==> src/rtl/pipeline_mem_responder.sv <==
// Data-memory responder on the pipeline S3/S4 port: 256x16 RAM plus LED and
// switch I/O words, with registered write-first read data and a sticky bus error.
module pipeline_mem_responder #(
    parameter int unsigned RAM_WORDS = 256,
    parameter logic [8:0]  LED_ADDR  = 9'h100,
    parameter logic [8:0]  SW_ADDR   = 9'h140
) (
    input  logic        clk,
    input  logic        rst_n,
    input  logic [8:0]  addr_mem,
    input  logic        write_mem,
    input  logic [15:0] wdata_mem,
    output logic [15:0] rdata_mem,
    input  logic [7:0]  sw_in,
    output logic [7:0]  ledr,
    output logic        bus_err
);

    logic [15:0] ram [RAM_WORDS];

    logic        sel_ram;
    logic        sel_led;
    logic        sel_sw;
    logic        sel_none;
    logic [7:0]  ram_idx;
    logic [7:0]  sw_meta;
    logic [7:0]  sw_sync;
    logic [15:0] rdata_next;

    // Range check comes first, so LED/SW never alias onto RAM through addr_mem[7:0].
    assign sel_ram  = ({1'b0, addr_mem} < 10'(RAM_WORDS));
    assign sel_led  = !sel_ram && (addr_mem == LED_ADDR);
    assign sel_sw   = !sel_ram && !sel_led && (addr_mem == SW_ADDR);
    assign sel_none = !(sel_ram || sel_led || sel_sw);
    assign ram_idx  = addr_mem[7:0];

    always_comb begin
        rdata_next = 16'h0000;
        if (sel_ram) begin
            rdata_next = write_mem ? wdata_mem : ram[ram_idx];
        end else if (sel_led) begin
            rdata_next = {8'h00, (write_mem ? wdata_mem[7:0] : ledr)};
        end else if (sel_sw) begin
            rdata_next = {8'h00, sw_sync};
        end
    end

    // RAM has no reset but shares this block so that writes are blocked while
    // rst_n is low; its contents survive reset.
    always_ff @(posedge clk or negedge rst_n) begin
        if (!rst_n) begin
            rdata_mem <= 16'h0000;
            ledr      <= 8'h00;
            sw_meta   <= 8'h00;
            sw_sync   <= 8'h00;
            bus_err   <= 1'b0;
        end else begin
            rdata_mem <= rdata_next;
            sw_meta   <= sw_in;
            sw_sync   <= sw_meta;
            if (write_mem && sel_ram) begin
                ram[ram_idx] <= wdata_mem;
            end
            if (write_mem && sel_led) begin
                ledr <= wdata_mem[7:0];
            end
            if (sel_none) begin
                bus_err <= 1'b1;
            end
        end
    end

endmodule

==> config.mk <==
export PLATFORM = sky130hd
export DESIGN_NAME = pipeline_mem_responder
export DESIGN_NICKNAME = d
export VERILOG_FILES = /design/src/rtl/pipeline_mem_responder.sv
export SDC_FILE = /design/constraint.sdc
export NUM_CORES = 2
export LEC_CHECK = 0
export CAP_MARGIN = 40
export CORE_UTILIZATION = 40
export DETAILED_ROUTE_END_ITERATION = 8
export DONT_BUFFER_PORTS = 1
export PLACE_DENSITY = 0.56
export SYNTH_ARGS = -nofsm -noshare
export SYNTH_HDL_FRONTEND = slang
export SYNTH_SLANG_ARGS = --single-unit
==> constraint.sdc <==
create_clock -name clk -period 6.35 [get_ports clk]
set_input_delay 1.27 -clock clk [delete_from_list [all_inputs] [get_ports clk]]
set_output_delay 1.27 -clock clk [all_outputs]
set_load 0.005 [all_outputs]
---- Word-level counts from Yosys, hierarchy flattened ----
Memories as Yosys holds them, arrays and structs flattened.
Index checks and enable logic that the tools add are counted.
storage, ports and cells
  flip-flop bits (word level) ............. 41
  memory bits (writable) .................. 4,096
  input port bits ......................... 36
  word-level logic and storage cells ...... 26
  memories kept ........................... 1
cells by class
  order comparisons ....................... 1
  equality and inequality tests ........... 2
  multiplexer cells ....................... 7
  reductions and logical operators ........ 10
memories
  name  words  width  rd ports  clocked after Yosys merged registers in  wr ports  RTL line  source
  ram   256    16     1         0                                        1         19        logic [15:0] ram [RAM_WORDS];
operators by type and width
  cell                                               count
  16-bit two-way mux                                 2
  8-bit two-way mux                                  3
  9-bit equality test, second input constant         2
  9-bit less-than comparator, second input constant  1
  1-bit logical AND                                  6
  1-bit zero test                                    2
  1-bit logical OR                                   2
  1-bit two-way mux                                  2

---- Logic depth before layout (Yosys ltp) ----
  word-level depth ........................ 9
  depth in mapped cells ................... 13
  gate-level depth less buffers ........... 7

---- Worst setup path before layout ----
OpenSTA, ideal clock, no wires.
  path type ............................... input-to-reg
  start ................................... in addr_mem[0]
  end ..................................... mem ram[115][0], enable pin
  data arrival time ....................... 3.922 ns
  data required time ...................... 5.962 ns
  setup slack ............................. 2.040 ns
  cell stages on the path ................. 12
  buffers on the path ..................... 8
  cell sequence ........................... buf_6 -> buf_6 -> buf_6 -> buf_6 -> buf_6 -> buf_6 -> buf_6 -> inv_1 -> nor3_1 -> nand2_1 -> buf_2 -> nor2_1
between the ends
  cells in the longest elaborated chain, start to end .. 5
RTL lines
  item                                     RTL line  source
  start, declared                          10        input logic [8:0] addr_mem,
  9-bit less-than comparator               31        assign sel_ram = ({1'b0, addr_mem} < 10'(RAM_WORDS));
  1-bit logical AND                        61        if (write_mem && sel_ram) begin
  1-bit two-way mux                        61
  1-bit logical AND (not written as such)  62        ram[ram_idx] <= wdata_mem;
  1-bit two-way mux (not written as such)  62
  end, declared                            19
Parallel ways exist; a longest one is shown, timed or not.

---- Worst setup path in the final report ----
  start ................................... in addr_mem[1]
  end ..................................... reg rdata_mem[7]
between the ends
  cells in the longest elaborated chain, start to end .. 9
  elaborated cells between the ends (all ways) .. 13
  those cells by class .................... order compare: 1; eq/ne: 2; mux: 4; reduce/logical: 5; memory: 1
RTL lines
  item                            RTL line  source
  9-bit less-than comparator      31
  1-bit zero test                 32, 33
  1-bit logical AND               32        assign sel_led = !sel_ram && (addr_mem == LED_ADDR);
  1-bit zero test                 33        assign sel_sw = !sel_ram && !sel_led && (addr_mem == SW_ADDR);
  1-bit logical AND (2 in a row)  33
  8-bit two-way mux               43        end else if (sel_sw) begin
  8-bit two-way mux               41        end else if (sel_led) begin
  16-bit two-way mux *            39        if (sel_ram) begin
  named net rdata_next[7]         28        logic [15:0] rdata_next;
  end signal, assigned            58        rdata_mem <= rdata_next;
  end, declared                   13        output logic [15:0] rdata_mem,
The timed path passes the listed nets; every way through them passes the cells marked *.
A chain may end at the register's enable or synchronous reset.

==> flow_metrics.env <==
export IMPL_status="finished, violations left"
export IMPL_violations="slew limit"
export IMPL_area_growth_pct=14.5
export IMPL_cp_start_kind="primary input"
export IMPL_hold_viol=0
export IMPL_dr_first_iter_drc_count=11500
export IMPL_ios=61
export IMPL_firstDrtPassIters=5
export IMPL_p_int_w=0.0448
export IMPL_synthCells=6998
export IMPL_p_switching_w=0.0119
export IMPL_vias_per_cell=5.99
export IMPL_first_global_vias=78000
export IMPL_wirelength_mm=473
export IMPL_dieArea_um2=401000
export IMPL_cts_root_buf="clkbuf_16"
export IMPL_clock_path_buffers=4
export IMPL_final_area_um2=183000
export IMPL_synth_edf_count=4096
export IMPL_power_density_nw_per_um2=310
export IMPL_worst_setup_path_end_kind="register"
export IMPL_fin_skew_ns=0.0709
export IMPL_hold_path_class="primary input to async pin"
export IMPL_p_comb_share_pct=4.1
export IMPL_nets=7563
export IMPL_n_fill_cell=32500
export IMPL_synth_top_flop_cell="edfxtp_1"
export IMPL_rsz0062_at_grt="false"
export IMPL_worstPathCellList="buf_16 -> buf_16 -> nor2b_4 -> buf_4 -> a221oi_1 -> o21ai_0 -> a41oi_1 -> a2111oi_2 -> nand4_1 -> o22a_1"
export IMPL_final_cell_mix="4096 x edfxtp_1, 1050 x mux4_2, 425 x clkbuf_16"
export IMPL_final_common_cell="edfxtp_1"
export IMPL_drive_above_1_share_pct=30.6
export IMPL_gp_congestion=0.895
export IMPL_syn_cell_area_um2=159000
export IMPL_antenna_found_initial=26
export IMPL_cts_resized=0
export IMPL_sw_frac_of_total_pct=21.0
export IMPL_tightest_slew_ns=1.77
export IMPL_clock_sinks=4137
export IMPL_synth_warning_count=0
export IMPL_num_rows=231
export IMPL_p_clk_share_pct=42.8
export IMPL_clock_latency_ns=1.00
export IMPL_synth_area_per_cell_um2=22.8
export IMPL_setup_violations=0
export IMPL_synth_cell_types=76
export IMPL_initial_utilization_pct=40.2
export IMPL_syn_nets=7034
export IMPL_cts_max_level=5
export IMPL_yosysSeqAreaShare_pct=77.8
export IMPL_async_flop_share_pct=0.991
export IMPL_drc_errors=0
export IMPL_place_port_buffers=0
export IMPL_cp_common_cell="buf_16"
export IMPL_cp_slowest_stage_delay_ns=0.88
export IMPL_dieWidth_um=633
export IMPL_cts_tree="built"
export IMPL_place_detailed_hpwl_mm=272
export IMPL_grt_max_degree=931
export IMPL_grt_ovfl_total=0
export IMPL_avgRoutedWirePerCell_um=36.0
export IMPL_ys_seq_elements=4137
export IMPL_grt_pass1_wl_mm=649
export IMPL_die_height_um=633
export IMPL_seqPwrFrac_pct=53.1
export IMPL_maxSlewViolCount=315
export IMPL_grt_total_usage_pct=23.3
export IMPL_antenna_left=0
export IMPL_cp_required_ns=7.23
export IMPL_crit_type="primary input to register"
export IMPL_cp_max_fo=158
export IMPL_post_route_period_util_pct=83.6
export IMPL_max_freq_mhz=188
export IMPL_worstPathArrival_ns=6.19
export IMPL_cpMaxStageDelayCell="nor2b_4"
export IMPL_p_leak_nw=56.8
export IMPL_relSlewSlack_pct=-17.7
export IMPL_min_period_ns=5.31
export IMPL_clk_pin_slew_ns=0.06
export IMPL_numCtsBuffers=420
export IMPL_ir_worst_vdd_uv=242
export IMPL_coreArea_um2=396000
export IMPL_fin_tns_setup_ns=0
export IMPL_postLayoutCoreUtil_pct=46.1
export IMPL_placed_area_um2=169000
export IMPL_drv_cap=0
export IMPL_post_cts_buffers=0
export IMPL_vias=78600
==> per-layer routing <==
metal	GRT usage, %	routed length [um]
met5	0.205	169
met4	9.80	22600
met3	5.30	43600
met2	36.1	219000
met1	31.9	187000
==> cells by family (layout without fill, tap and decap cells) <==
group	Yosys count	after routing	synth area share [%]
flops	4137	4137	77.8
simple gates	698	698	1.90
buf+inv	409	1287	1.58
compound gates	417	417	1.88
other cells	0	15	0
mux	1337	1337	16.8
==> synth_stat cells (9+ instances only) <==
cell,n,area (um^2)
buf_4,59,443
buf_6,66,743
nor2b_1,18,113
mux4_2,1050,23600
a32oi_1,18,158
mux4_1,19,499
nor2_1,297,1110
a22oi_1,101,758
clkbuf_1,139,522
a21oi_1,56,280
nor3_1,40,200
a211oi_1,13,97.6
buf_2,97,485
nor4_1,12,75.1
a31oi_1,22,138
edfxtp_1,4096,123000
mux2i_1,242,2420
dfrtp_1,41,1030
mux2_2,26,293
nand4_1,17,106
o22ai_1,37,231
nand2_1,205,769
a32o_1,12,120
nand3_1,64,320
buf_1,30,113
o2111ai_1,9,78.8
a221oi_1,16,140
o21ai_0,57,285
==> power groups by stage <==
stage | Combinational [W] | Clock [W] | Sequential [W]
after floorplan | 0.00142 | 0 | 0.0306
after global placement | 0.00211 | 0 | 0.0307
after detailed placement | 0.00214 | 0 | 0.0307
after CTS | 0.00215 | 0.0246 | 0.0301
after global routing | 0.00239 | 0.0256 | 0.0301
final | 0.00232 | 0.0242 | 0.0301
==> worst paths after layout <==
path / start / to / slack, ns / cells past startpoint
max: addr_mem[1] / rdata_mem[7] / 1.04 / 10
min: rst_n / ledr[2] / 0.11 / 1
max reg2reg: ram[119][0] / rdata_mem[0] / 3.10 / 7
min reg2reg: sw_meta[3] / sw_sync[3] / 0.35 / 0
max in group asynchronous: rst_n / rdata_mem[5] / 5.91 / 1
min in group clk: sw_in[1] / sw_meta[1] / 0.28 / 0
==> final cells by class <==
type                    instances  area [um^2]  share of cell area, %
repair buffers                508         4910                   2.69
well taps                    5242         6560                   3.59
clock buffers                 534        11100                   6.06
clock inverters               237         2340                   1.28
multi-input cells            2452        33600                   18.4
diodes                         15         37.5                 0.0206
inverters                       8         37.5                 0.0206
flip-flops and latches       4137       124000                   67.9
==> critical path: cells and delay by family <==
family / cells / cell delay, ns
and+or+nand+nor: 2 / 1.07
AOI/OAI and AO/OA: 5 / 1.57
buffers and inverters: 3 / 1.52
==> sequential cells by signal (all words and copies together), names as in the netlist <==
name and count:
sw_sync 8, sw_meta 8, bus_err 1, ledr 8, ram 4096, rdata_mem 16
==> stage by stage <==
stage / worst slack, ns / instances / power (W) / hold WS (ns)
floorplan: 2.04 / 6998 / 0.0320 / 0.331
global placement: 0.567 / 12200 / 0.0328 / 0.340
detailed placement: 1.07 / 12300 / 0.0328 / 0.336
CTS: 2.12 / 13100 / 0.0568 / 0.0441
global route: 1.13 / 13100 / 0.0580 / 0.0897
finish: 1.04 / 13100 / 0.0567 / 0.109
==> timing repair <==
item | in CTS | in global routing
endpoints found under the setup margin | 0 | 0
hold endpoints to repair | 41 | 0
hold buffers | 1 | 0
(Power assumes the default switching activity.)
